<file path="config.mk">
export PLATFORM = sky130hd
export DESIGN_NAME = onehot_encoder_stream
export DESIGN_NICKNAME = d
export VERILOG_FILES = /design/src/rtl/onehot_encoder_stream.sv
export SDC_FILE = /design/constraint.sdc
export NUM_CORES = 1
export LEC_CHECK = 0
export CORE_AREA = 10 10 49 51
export DETAILED_ROUTE_END_ITERATION = 8
export DIE_AREA = 0 0 59 61
export PLACE_DENSITY = 0.78
export SLEW_MARGIN = 20
export SYNTH_ARGS = -nofsm -noshare
export SYNTH_HDL_FRONTEND = slang
export SYNTH_SLANG_ARGS = --single-unit
</file>
<file path="constraint.sdc">
create_clock -name clk -period 2.6 [get_ports clk]
set_clock_uncertainty 0.2 [all_clocks]
set_input_delay 0.52 -clock clk [delete_from_list [all_inputs] [get_ports clk]]
set_output_delay 0.52 -clock clk [all_outputs]
set_load 0.01 [all_outputs]
</file>
<file path="src/rtl/onehot_encoder_stream.sv">
// onehot_encoder_stream: stores an 8-bit request vector and emits one index per set bit in priority order (ONEHOT_ENCODER_ZERO_BEAT_EN: an all-zero vector yields one idx-0 beat)
module onehot_encoder_stream #(
  parameter int PRIORITY_HIGH = 0
) (
  input  logic       clk,
  input  logic       rst_n,
  input  logic       in_valid,
  output logic       in_ready,
  input  logic [7:0] in_bits,
  output logic       out_valid,
  input  logic       out_ready,
  output logic [2:0] out_idx,
  output logic       out_last,
  output logic       busy
);
`ifdef ONEHOT_ENCODER_ZERO_BEAT_EN
  localparam bit zero_beat = 1'b1;
`else
  localparam bit zero_beat = 1'b0;
`endif
  typedef enum logic {IDLE, EMIT} state_t;
  state_t state;
  logic [7:0] pending;
  logic zero;
  assign in_ready  = state == IDLE;
  assign out_valid = state == EMIT;
  assign busy      = state == EMIT;
  assign out_last  = zero | (pending != 8'd0 && (pending & (pending - 8'd1)) == 8'd0);
  // later loop iterations win, so scan toward the priority end
  always_comb begin
    out_idx = 3'd0;
    for (int i = 0; i < 8; i++) begin
      if (PRIORITY_HIGH != 0 ? pending[i] : pending[7-i])
        out_idx = PRIORITY_HIGH != 0 ? 3'(i) : 3'(7 - i);
    end
  end
  always_ff @(posedge clk or negedge rst_n) begin
    if (!rst_n) begin
      state   <= IDLE;
      pending <= 8'd0;
      zero    <= 1'b0;
    end else if (state == IDLE) begin
      if (in_valid) begin
        pending <= in_bits;
        zero    <= zero_beat && in_bits == 8'd0;
        state   <= (in_bits != 8'd0 || zero_beat) ? EMIT : IDLE;
      end
    end else if (out_ready) begin
      pending[out_idx] <= 1'b0;
      zero             <= 1'b0;
      state            <= out_last ? IDLE : EMIT;
    end
  end
endmodule

</file>
Word level (Yosys, flattened, before mapping)
Cells that the tools add are included.

word-level totals
  flip-flop bits (word level) = 10
  input port bits = 12
  word-level logic and storage cells = 40
  output and inout bits = 7

operators by class
  add/subtract/negate cells = 1
  reductions and logical operators = 7
  magnitude comparators = 2
  muxes and demuxes = 21
  equality and inequality tests = 1
  bitwise operators = 5

operators with widths
  operator             number
  $mux 3               8
  $mux 8               3
  $and 8x8->8          2
  $reduce_bool 8->1    2
  $mux 1               9
  $logic_not 8->1      1
  $not 8->8            1
  $sub 8x1->8 const B  1
  $lt 3x4->1 const B   1
  $demux 1 s3          1
  $ge 3x1->1 const B   1
  $logic_and 1x1->1    2
  $ne 2x2->1 const B   1
  $reduce_and 2->1     1
  $reduce_bool 2->1    1
  $not 1->1            1
  $or 1x1->1           1

Logic depth before layout (Yosys ltp)
Gate-level depths: netlist (run 1).

  depth in word-level cells = 16
  mapped depth = 5
  gate-level depth less buffers = 4

Least setup slack after synthesis (run 1)
Ideal clock, no wire load.

  path type = reg-to-output
  from = register pending[7]
  to = output out_last
  required time = 1.880 ns
  data arrival time = 1.498 ns
  stages on the path, launching flop included = 4
  buffers on the path = 0
  setup slack = 0.382 ns
  cell sequence = dfrtp_1 > or3_1 > or4_4 > a31oi_4

on the way
  cells in the longest elaborated chain, start to end = 5
  elaborated cells between the ends (all ways) = 6
  those cells by class = add/sub (1); bitwise (2); reduce/logical (3)

ends and longest elaborated chain
  what                    RTL line  source
  from (decl)             23        logic [7:0] pending;
  from (signal assigned)  44        pending <= in_bits;
  $sub 8x1->8             28        assign out_last = zero | (pending != 8'd0 && (pending & (pending - 8'd1)) == 8'd0);
  $and 8x8->8             28
  $logic_not 8->1         28
  $logic_and 1x1->1 *     28
  $or 1x1->1 *            28
  to (decl)               13        output logic out_last,

Every way passes the cells marked *; elsewhere a longest branch is shown, timed or not.

Worst setup path after layout (run 1)
Same ends and word-level chain as after synthesis.

==> results.toml, run 1 <==
[die]
initial_core_util_pct = 43.9
die-area_sq_um = 3600
rows = 14
die_x_um = 59
die_y_um = 61
io_pins = 19
core_sq_um = 1470

[timing]
hold_violations = 0
tns_ns = 0
max_slew_margin_pct = 67.1
min_period_ns = 2.56
fin_crit_sh_pct = 98.3
drv_slew = 0
setup_viol = 0
max_slew.worst_pin.slew_ns = 0.494
clock.fmax_mhz = 391

[cells_and_area]
drive_above_1_share_pct = 19.4
area_delta_synth_final_pct = 44.6
finalNetCount = 116
stdcell_count = 119
insertedDiodeCount = 0

[flow_run]
maxCapViolCount = 0

[logic_synthesis]
ys_top_cells_by_area = "dfrtp_1, o21ai_0, a22oi_1, nand2_1, nor2_1"
syn_area_sq_um = 646
async_reset_ff_share_pct = 100
yosysMostFrequentCell = "dfrtp_1"
synth_nets = 89
syn-instance-count = 77
synth_warnings = 0
synth_commonest_cells = "dfrtp_1, nand2_1, nor2_1, o21ai_0"
yosysUniqueCellTypes = 31
synth-edff-count = 0
ys_seq_area_share_pct = 34.9
synth_top_area_cell = "dfrtp_1"
synth-seq-cells = 9
ys.flop_type = "dfrtp_1"
syn-mean-instance-area_sq_um = 8.38
synth_top_cell_area_share_pct = 34.9

[clock_network]
cts_root_buffer = "clkbuf_4"
clock_path_buffers = 2
insertion_delay_ns = 0.28
clkTransAtPathRegs_ns = 0.08
cts_max_level = 1
cts_tree = "done"
clock_sinks = 9
numCtsBuffers = 3
postCtsHoldBufs = 0

[worst_setup_path]
arrival_ns = 1.84
r2r-start = "pending[7]$_DFFE_PN0P_"
crit_required_ns = 1.88
worstRegToRegCells = 6
criticalPathCategory = "flip-flop to output pin"
crit_path_start = "pending[7]$_DFFE_PN0P_"
startpoint_type = "flip-flop"
cp_max_fo = 2
endpoint_kind = "output pin"

[route]
dr.pass1.iters = 4
viasPerCell = 6.12
drc_errors = 0
antenna_left = 0
vias = 728
drt_iter0_markers = 18
drt-wirelength-per-cell_um = 17.3
wl_mm = 2.06

[pwr]
p_leak_nw = 0.408
ir_drop_mv = 0.469
power.density_nw_per_um2 = 1270

[global_routing]
grtUsageTotal_pct = 11.9
antenna_found_initial = 0
gr-total-overflow = 0
grt_pass1_vias = 701
grt_max_degree = 18
grt_pass1_wl_mm = 3.29

[placement]
portBuffers = 18
post-place-cells = 114
dpl.hpwl_mm = 1.49
gp_congestion = 0.792

[outcome]
status = "finished clean"

[worst_hold_path]
min_path_type = "primary input to async pin"
-- registers in the layout (all words and copies together) (netlist names) --
name and count:
pending 8, busy 1
-- area by class of cell --
cell class              instances  area (sq um)
fillers                       137           538
multi-input cells              58           393
flip-flops and latches          9           225
clock buffers                   3          22.5
clock inverters                 1          5.00
repair buffers                 28           253
inverters                       4          15.0
well taps                      16          20.0
-- per-stage QoR --
step	total power (W)	worst slack [ns]	hold WS [ns]	util, %	area (sq um)
after floorplan	0.000662	0.382	0.0244	-	646
after global placement	0.00100	-0.0886	0.384	60.2	886
after detailed placement	0.00102	-0.102	0.407	60.2	886
after CTS	0.00113	0.000529	0.354	62.5	920
after global routing	0.00127	-0.000701	0.379	63.4	933
final	0.00119	0.0443	0.344	63.4	933
-- placed cells by master, fill, tap and decap left out, drive strengths merged, types with 4 or more instances in the layout --
| cell type | count |
|---|---|
| clkdlybuf4s50 | 14 |
| nor4 | 4 |
| nand2 | 7 |
| o21ai | 7 |
| buf | 11 |
| inv | 4 |
| dfrtp | 9 |
| nor2 | 7 |
| a22oi | 4 |
-- where the power goes --
group          switching [W]  internal (W)  leakage, nW
clock              0.0000617     0.0000572       0.0177
combinational       0.000388      0.000432        0.274
sequential         0.0000589      0.000192        0.116
-- final timing paths --
kind / slack [ns] / to
setup / recovery: 0.04 / out_last
hold / removal: 0.34 / pending[2]$_DFFE_PN0P_
setup reg to reg: 0.49 / busy$_DFF_PN0_
hold reg to reg: 0.43 / pending[1]$_DFFE_PN0P_
max in group asynchronous: 1.54 / pending[4]$_DFFE_PN0P_
min in group clk: 0.43 / pending[1]$_DFFE_PN0P_
-- layer usage --
layer	global-route usage [%]	share of wire, %	vias up	routed length, um
met5	0	0	-	0
met4	6.23	3.2	0	65
met3	3.34	4.8	9	98
met2	19.7	50	26	1040
met1	13.6	42	353	859
li1	-	-	340	-
-- worst max-delay path, cell delays in order (launching register included) --
cell and delay (ns):
dfrtp_1 0.39, or3_4 0.39, or4_4 0.50, a31oi_4 0.16, buf_6 0.12
-- cell families (layout without fill, tap and decap cells) --
kind of cell / Yosys count / after routing / synth area share [%]
AO/OA/AOI/OAI: 27 / 27 / 30.6
adder cells (fa/ha/maj): 1 / 1 / 1.55
AND/OR/NAND/NOR: 28 / 28 / 23.5
buffers and inverters: 10 / 36 / 6.59
multiplexers: 1 / 1 / 1.55
XOR/XNOR: 1 / 1 / 1.36
flip-flops: 9 / 9 / 34.9
-- timing repair --
item | in CTS | in global routing
setup buffers | 0 | 1
pin swaps | 0 | 1
resized for setup | 10 | 1
setup endpoints to repair | 4 | 1
hold endpoints to repair | 0 | 0
No activity file was read; power rests on OpenSTA's default activity.
==> run 2: changes to the inputs <==
--- a/config.mk
+++ b/config.mk
@@ -9,7 +9,6 @@
 export DETAILED_ROUTE_END_ITERATION = 8
 export DIE_AREA = 0 0 59 61
 export PLACE_DENSITY = 0.78
-export SLEW_MARGIN = 20
 export SYNTH_ARGS = -nofsm -noshare
 export SYNTH_HDL_FRONTEND = slang
 export SYNTH_SLANG_ARGS = --single-unit
==> results of run 2 <==
Same layout as run 1: the final DEF is identical, and so are final timing and power.
==> RTL edit: new RTL, flow settings as in run 2 <==
Add a define of `ONEHOT_ENCODER_ZERO_BEAT_EN`.
--- a/src/rtl/onehot_encoder_stream.sv
+++ b/src/rtl/onehot_encoder_stream.sv
@@ -1,3 +1,5 @@
 // onehot_encoder_stream: stores an 8-bit request vector and emits one index per set bit in priority order (ONEHOT_ENCODER_ZERO_BEAT_EN: an all-zero vector yields one idx-0 beat)
+`define ONEHOT_ENCODER_ZERO_BEAT_EN
+
 module onehot_encoder_stream #(
   parameter int PRIORITY_HIGH = 0
Behaviour: not the same (a bounded check fails within 4 cycles, from zero or initial values and one cycle with rst_n low).
==> RTL edit against run 2 <==
- cell area rose by 1.7%
- wire length is 7.2% lower
- cell count shrank 0.84%
- synthesized area increased by 13%
- via count fell by 3.0%
- critical path depth is 1 lower
- sequential share of layout area increased by 2.7 points
- sequential cell count rose by 1
- first-iteration DRC count is 22% higher
- setup slack gained 0.081 ns
- count of clock-buffer cells in the layout stayed put
- power rose by 3.3%
- largest cell class unchanged
- largest power group unchanged
- highest routed layer unchanged
==> RTL edit: results (changes against run 2) <==
Outcome
  – Status: completed

Yosys
  – Mux cell area share after synthesis: 0.0275 (+0.0120)
  – Top_reg_cell synth: dfrtp_1
  – Ys Warns: 0 (unchanged)
  – Synth Area in Adders: 0 (-0.0155)
  – Ys async rst share: 1.00 (unchanged)
  – Post-Syn Nets: 94 (+5.6%)
  – Sequential share of the synthesized area: 0.344 (-0.00460)
  – Synth cell count leaders: 10 x dfrtp_1, 9 x nand2_1, 8 x o21ai_0, 5 x inv_1, 5 x nor3_1
  – Post-synth EDFFs: 0 (unchanged)
  – Synth area leaders: dfrtp_1 34%, buf_6 6.2%, nor4_4 5.9%
  – Post-Synth XOR/XNOR Area: 0 (-0.0136)
  – Unique masters post-synth: 32 (+3.2%)
  – Compound-Gate Fraction of Synth Area: 0.238 (-0.0687)

Power and ir drop
  – Clock power frac: 0.084 (-0.016)
  – Max VDD drop: 689 uV (+47%)
  – Static Leak: 0.407 nW (-0.10%)
  – Logic pwr share: 0.630 (-0.059)
  – Tot Pwr: 1.23 mW (+3.3%)
  – P_sw: 524 uW (+2.9%)

Finish
  – Fillers: 134 (-2.2%)
  – Diode count: 0 (unchanged)
  – Final nets: 116 (unchanged)
  – Max reg flops: 8 (unchanged)
  – Layout cell share with drive strength beyond 1: 0.206 (+0.0117)
  – Most flop-heavy register: pending

Detailed routing
  – First DRT Iteration DRCs: 22 (+4)
  – Via count: 706 (-3.0%)
  – TritonRoute pass-1 iters: 4 (unchanged)
  – Final WL: 1.92 mm (-7.2%)

Global route
  – Initial antenna violation count: 0 (unchanged)
  – Largest net degree at the start of global routing: 15 (-3)
  – First-pass GRT wire length: 3.24 mm (-1.7%)
  – Tot GR Track Use: 0.115 (-0.00366)

Clock tree
  – Clk root buf: clkbuf_4
  – CTS buffer count: 3 (unchanged)
  – Clock Path Buffers: 2 (unchanged)
  – CTS H-Tree Depth: 1 (unchanged)
  – Clk slew on worst S/H paths: 0.06 ns (-0.02 ns)
  – Clock latency at the later pin of the worst-skew pair: 0.25 ns (-0.03 ns)

Placement
  – DP HPWL: 1.48 mm (-0.82%)
  – Area after DPL: 888 sq um (+0.28%)
  – Port-buffer cells: 18 (unchanged)
  – Routability Congestion: 0.844 (+6.6%)

Setup path
  – CP Max Fanout: 10 (+8)
  – Worst path slowest cell: clkdlybuf4s50_1
  – Path depth of the worst reg2reg path: 6 (unchanged)
  – Slowest stage delay, CP: 0.53 ns (+0.03 ns)
  – Data arrival, critical path: 1.75 ns (-0.09 ns)

Timing
  – Actual slew at the worst max-slew pin: 0.546 ns (+0.0523 ns)

Worst hold path
  – Hold Path Class: in2async
RTL edit: cell types whose count changed in the layout (fill, tap and decap cells not counted), moves of 3 or more:
cell           before  now
nor3_1              0    4
buf_4              10    7
nor2_1              7    3
dfrtp_1             9    6
dlygate4sd2_1       3    0
dfrtp_2             0    4
RTL edit: final timing paths:
check	from	end	slack, ns
worst max-delay path	pending[0]	out_idx[2]	0.13
worst min-delay path	rst_n	busy	0.39
worst max register to register	pending[5]	busy	0.74
worst min register to register	pending[6]	pending[6]	0.41
max in group asynchronous	rst_n	pending[6]	1.47
min in group clk	pending[6]	pending[6]	0.41
RTL edit: per-stage QoR:
stage	instances	hold WS, ns	TNS, ns	utilization	worst slack, ns
floorplan	82	0.0244	0	-	0.623
global placement	112	0.430	0	0.604	0.178
detailed placement	112	0.445	-0.00216	0.604	-0.00216
CTS	116	0.388	0	0.634	0.0451
global route	118	0.406	0	0.645	0.0511
finish	118	0.386	0	0.645	0.126
RTL edit: final cells by class:
type / instances / area [sq um] / area share
multi-input cells: 59 / 400 / 0.422
flip-flops and latches: 10 / 255 / 0.269
repair buffers: 25 / 233 / 0.245
clock buffers: 3 / 22.5 / 0.0237
well taps: 16 / 20.0 / 0.0211
inverters: 5 / 18.8 / 0.0198
RTL edit: routing by layer:
layer  global-route usage  share of wire  wire, um
met5                    0              0         0
met4               0.0492          0.025        47
met3               0.0418          0.066       126
met2                0.201           0.52       998
met1                0.122           0.39       742
RTL edit: what timing repair did:
action	CTS	global route
setup endpoints to repair	2	4
setup buffers	1	2
pin swaps	2	3
hold endpoints to repair	0	0
resized for setup	6	5
RTL edit: critical path: cells and delay by family (launching register included):
| kind | cells | cell delay (ns) |
|---|---|---|
| flip-flops | 1 | 0.48 |
| buffers and inverters | 1 | 0.53 |
| AND/OR/NAND/NOR | 2 | 0.48 |
